**src/rtl/shift_arbiter.sv**
```systemverilog
// Round-robin (or fixed-priority) arbiter sharing one 16-bit barrel shifter between two
// requesters, with a valid/ready response and two-pass rotate-right sequencing.
module shift_arbiter #(
    parameter int WIDTH = 16,
    parameter bit FAIR  = 1'b1
) (
    input  logic             clk,
    input  logic             rst,
    input  logic [1:0]       req,
    output logic [1:0]       gnt,
    input  logic [WIDTH-1:0] req0_data,
    input  logic [3:0]       req0_amt,
    input  logic [1:0]       req0_op,
    input  logic [WIDTH-1:0] req1_data,
    input  logic [3:0]       req1_amt,
    input  logic [1:0]       req1_op,
    output logic [1:0]       rsp_valid,
    input  logic [1:0]       rsp_ready,
    output logic [WIDTH-1:0] rsp_data,
    output logic [WIDTH-1:0] Shft_In,
    output logic [3:0]       Shft_Val,
    output logic             Shft_Mode,
    input  logic [WIDTH-1:0] Shft_Out
);

    typedef enum logic [1:0] {IDLE, EXEC, EXEC2, RESP} state_t;

    localparam logic [1:0] OP_SLL = 2'b00;
    localparam logic [1:0] OP_SRA = 2'b01;
    localparam logic [1:0] OP_ROR = 2'b10;

    state_t           state;
    logic             rr_last;
    logic             win_id;
    logic [WIDTH-1:0] win_data;
    logic [3:0]       win_amt;
    logic [1:0]       win_op;
    logic [3:0]       op_amt;
    logic [1:0]       op_code;
    logic             op_id;
    logic [WIDTH-1:0] partial;

    // First-pass amount: ROR starts as a left shift by (16 - amt) mod 16.
    function automatic logic [3:0] pass1_val(input logic [1:0] op, input logic [3:0] amt);
        case (op)
            OP_SLL, OP_SRA: pass1_val = amt;
            OP_ROR:         pass1_val = 4'(5'd16 - {1'b0, amt});
            default:        pass1_val = 4'd0;
        endcase
    endfunction

    // The mask strips the sign fill so the second SRA pass acts as a logical shift.
    function automatic logic [WIDTH-1:0] ror_merge(input logic [WIDTH-1:0] lo_part,
                                                   input logic [WIDTH-1:0] sra_out,
                                                   input logic [3:0]       amt);
        ror_merge = lo_part | (sra_out & ({WIDTH{1'b1}} >> amt));
    endfunction

    function automatic logic [1:0] onehot(input logic id);
        onehot = id ? 2'b10 : 2'b01;
    endfunction

    always_comb begin
        win_id = 1'b0;
        gnt    = 2'b00;
        if (req == 2'b11)
            win_id = FAIR ? ~rr_last : 1'b0;
        else
            win_id = req[1];
        if (state == IDLE && req != 2'b00)
            gnt = onehot(win_id);
    end

    assign win_data = win_id ? req1_data : req0_data;
    assign win_amt  = win_id ? req1_amt  : req0_amt;
    assign win_op   = win_id ? req1_op   : req0_op;

    // Operation latches: pure data, captured on the grant and first pass only.
    always_ff @(posedge clk) begin
        if (state == IDLE && req != 2'b00) begin
            op_amt  <= win_amt;
            op_code <= win_op;
            op_id   <= win_id;
        end
        if (state == EXEC)
            partial <= Shft_Out;
    end

    always_ff @(posedge clk) begin
        if (rst) begin
            state     <= IDLE;
            rr_last   <= 1'b1;
            rsp_valid <= 2'b00;
            rsp_data  <= '0;
            Shft_In   <= '0;
            Shft_Val  <= 4'd0;
            Shft_Mode <= 1'b0;
        end else begin
            case (state)
                IDLE: begin
                    if (req != 2'b00) begin
                        rr_last   <= win_id;
                        Shft_In   <= win_data;
                        Shft_Val  <= pass1_val(win_op, win_amt);
                        Shft_Mode <= (win_op == OP_SRA);
                        state     <= EXEC;
                    end
                end
                EXEC: begin
                    if (op_code == OP_ROR) begin
                        Shft_Val  <= op_amt;
                        Shft_Mode <= 1'b1;
                        state     <= EXEC2;
                    end else begin
                        rsp_data  <= Shft_Out;
                        rsp_valid <= onehot(op_id);
                        Shft_In   <= '0;
                        Shft_Val  <= 4'd0;
                        Shft_Mode <= 1'b0;
                        state     <= RESP;
                    end
                end
                EXEC2: begin
                    rsp_data  <= ror_merge(partial, Shft_Out, op_amt);
                    rsp_valid <= onehot(op_id);
                    Shft_In   <= '0;
                    Shft_Val  <= 4'd0;
                    Shft_Mode <= 1'b0;
                    state     <= RESP;
                end
                RESP: begin
                    if (rsp_ready[op_id]) begin
                        rsp_valid <= 2'b00;
                        state     <= IDLE;
                    end
                end
                default: state <= IDLE;
            endcase
        end
    end

endmodule

```
**config.mk**
```make
export PLATFORM = sky130hd
export DESIGN_NAME = shift_arbiter
export DESIGN_NICKNAME = d
export VERILOG_FILES = /design/src/rtl/shift_arbiter.sv
export SDC_FILE = /design/constraint.sdc
export NUM_CORES = 1
export LEC_CHECK = 0
export CAP_MARGIN = 20
export CORE_MARGIN = 3
export CORE_UTILIZATION = 25
export DETAILED_ROUTE_END_ITERATION = 10
export PLACE_DENSITY_LB_ADDON = 0.15
export SLEW_MARGIN = 20
export SYNTH_ARGS = -nofsm -noshare
export SYNTH_HDL_FRONTEND = slang
export SYNTH_SLANG_ARGS = --single-unit
```
**constraint.sdc**
```tcl
create_clock -name clk -period 2.1 [get_ports clk]
set_input_delay 0.21 -clock clk [delete_from_list [all_inputs] [get_ports clk]]
set_output_delay 0.21 -clock clk [all_outputs]
set_load 0.01 [all_outputs]
```
==> flow_metrics.env <==
export IMPL_powerDensity_nw_per_um2=1390
export IMPL_core_um2=11600
export IMPL_cts_hold_buf=0
export IMPL_grt_first_pass_wirelength_mm=13.6
export IMPL_clk_path_buf_depth=2
export IMPL_fmax_mhz=512
export IMPL_period_minus_slack_ns=1.95
export IMPL_synth_edff_count=23
export IMPL_critPathMaxFanout=3
export IMPL_end_kind="register"
export IMPL_critPathSlowestCell="clkdlybuf4s50_1"
export IMPL_totalWireLength_mm=8.57
export IMPL_hold_path_class="register to register"
export IMPL_power_total_mw=6.46
export IMPL_syn_to_final_growth_pct=54.2
export IMPL_yosys_area_top_type_share_pct=28.0
export IMPL_die_y_um=116
export IMPL_top_layer="met4"
export IMPL_synth_area_um2=3010
export IMPL_ys_flop_type="dfxtp_1"
export IMPL_cts_tree="done"
export IMPL_dp_hpwl_mm=6.48
export IMPL_gp_congestion=0.722
export IMPL_antenna_found_initial=0
export IMPL_synth_cells=305
export IMPL_grt_max_degree=33
export IMPL_rows=39
export IMPL_die_w_um=116
export IMPL_cts_sinks=65
export IMPL_synth_seq_cells=65
export IMPL_wl_met3_um=404
export IMPL_rsz0062_at_grt="false"
export IMPL_ys_async_sr_fraction_pct=0
export IMPL_routedLengthMet1_mm=3.99
export IMPL_ir_drop_mv=0.562
export IMPL_max_slew_margin_pct=59.1
export IMPL_ant_nets=0
export IMPL_leakagePower_nw=1.74
export IMPL_drv_cap=0
export IMPL_clk_latency_ns=0.32
export IMPL_root_buffer="clkbuf_16"
export IMPL_grt_pass1_vias=2686
export IMPL_drtIter0Drc=113
export IMPL_routedWlPerCell_um=15.1
export IMPL_post_cts_buffers=0
export IMPL_synth_top_cell_by_area="dfxtp_1"
export IMPL_start_util_pct=26.0
export IMPL_status="completed"
export IMPL_mostFrequentLayoutCells="clkdlybuf4s50_1, dfxtp_1, nor2_1"
export IMPL_worst_slew_pin_transition_ns=0.613
export IMPL_ys_warn_count=0
export IMPL_htreeDepth=3
export IMPL_finalNonFillerCells=567
export IMPL_firstDrtPassIters=6
export IMPL_cts_buffers=9
export IMPL_setup_violations=0
export IMPL_synth_cell_type_count=41
export IMPL_critPathRequiredTime_ns=2.30
export IMPL_overflow=0
export IMPL_nFillCells=1164
export IMPL_final_hold_violation_count=0
export IMPL_design_die_area_um2=13400
export IMPL_synth_area_leaders="dfxtp_1, edfxtp_1, mux2i_1, nor2_1, a21oi_1"
export IMPL_grt_usage_pct=12.8
export IMPL_critical_path_max_stage_delay_ns=0.50
export IMPL_wl_met2_mm=4.12
export IMPL_dp_cells=551
export IMPL_worst_clock_skew_ns=0.00403
export IMPL_cp_arrival_ns=2.15
export IMPL_crit_chain="clkdlybuf4s50_1 -> a21boi_4 -> buf_4 -> mux2i_2 -> ha_1 -> nor2b_1 -> xnor2_1 -> mux2i_1 -> a221oi_2 -> nor3_1"
export IMPL_timing_worst_setup_path_type="input port to register"
export IMPL_nets=490
export IMPL_layout_drive_gt1_share_pct=11.3
export IMPL_syn_nets=376
export IMPL_ios=107
export IMPL_fin_crit_sh_pct=93.0
export IMPL_synth_seq_area_share_pct=50.9
export IMPL_port_buffers=106
export IMPL_num_vias=2633
export IMPL_path_clk_slew_ns=0.05
export IMPL_n_antenna_cell=0
export IMPL_viasPerCell=4.64
export IMPL_avgSynthCellArea_um2=9.86
export IMPL_start_kind="input port"
export IMPL_mostFrequentLayoutCell="clkdlybuf4s50_1"
export IMPL_drc=0
export IMPL_slew_violations=0
## flip-flops by register name (all words and copies together) (netlist names)
register   cells
op_amt         4
Shft_Mode      1
Shft_In       16
Shft_Val       4
rsp_data      16
partial       16
state          2
op_code        2
rsp_valid      2
op_id          1
rr_last        1
## metal layers
layer / global-route usage [%] / up-vias
met1: 17.0 / 1238
met5: 0 / -
met2: 20.7 / 60
met3: 3.55 / 2
met4: 3.48 / 0
li1: - / 1333
## through the flow
| stage | cell area (um^2) | hold WS (ns) | utilization (%) | setup WS, ns | setup TNS (ns) |
|---|---|---|---|---|---|
| floorplan | 3010 | 0.309 | - | 0.107 | 0 |
| global placement | 4300 | 0.439 | 37.2 | -0.136 | -0.136 |
| detailed placement | 4300 | 0.446 | 37.2 | -0.268 | -0.318 |
| CTS | 4610 | 0.453 | 39.9 | 0.00747 | 0 |
| global route | 4640 | 0.468 | 40.1 | 0.0103 | 0 |
| finish | 4640 | 0.448 | 40.1 | 0.147 | 0 |
## cell usage after synthesis (all sizes together) (5+ instances only)
cell type / instances
a21oi: 24
a221oi: 13
buf: 9
clkbuf: 13
dfxtp: 42
edfxtp: 23
ha: 5
inv: 8
mux2i: 23
nand2: 26
nor2: 33
nor3: 18
o21ai: 12
or3: 17
## power by group
part / leakage [nW] / switching [mW] / internal (mW)
registers: 0.565 / 0.281 / 1.81
clock network: 0.145 / 0.554 / 0.952
logic: 1.03 / 1.46 / 1.40
## layout make-up
type	count	area, um^2	area share (%)
flip-flops and latches	65	1530	33.0
multi-input cells	210	1370	29.5
repair buffers	125	1220	26.4
clock buffers	10	239	5.15
well taps	143	179	3.86
clock inverters	6	67.6	1.46
inverters	8	30.0	0.647
## logic make-up (layout without fill, tap and decap cells)
logic type,Yosys count,after routing,synth area share [%]
adder cells (fa/ha/maj),5,5,2.08
XOR/XNOR,4,4,1.16
multiplexers,27,27,9.15
flip-flops,65,65,50.9
AO/OA/AOI/OAI,67,67,15.2
AND/OR/NAND/NOR,107,107,16.7
buffers and inverters,30,149,4.78
## critical path: cells and delay by family
family | cells | cell delay (ns)
muxes | 2 | 0.33
and+or+nand+nor | 2 | 0.13
adders and majority gates | 1 | 0.20
buffers and inverters | 2 | 0.66
AOI/OAI and AO/OA | 2 | 0.47
xor gates and xnor gates | 1 | 0.15
## final timing paths
path | from | endpoint | slack [ns] | cells after the start
worst min-delay path | Shft_In[3] | Shft_In[3] | 0.45 | 2
worst min register to register | Shft_In[3] | Shft_In[3] | 0.45 | 2
worst max-delay path | req[1] | Shft_Val[2] | 0.15 | 10
worst max register to register | rr_last | Shft_Val[2] | 0.25 | 9
## what timing repair did
| action | CTS | global route |
|---|---|---|
| gates resized for setup | 2 | 6 |
| setup endpoints to repair | 2 | 3 |
| pin swaps | 0 | 1 |
Power figures use the tool's default switching activity.
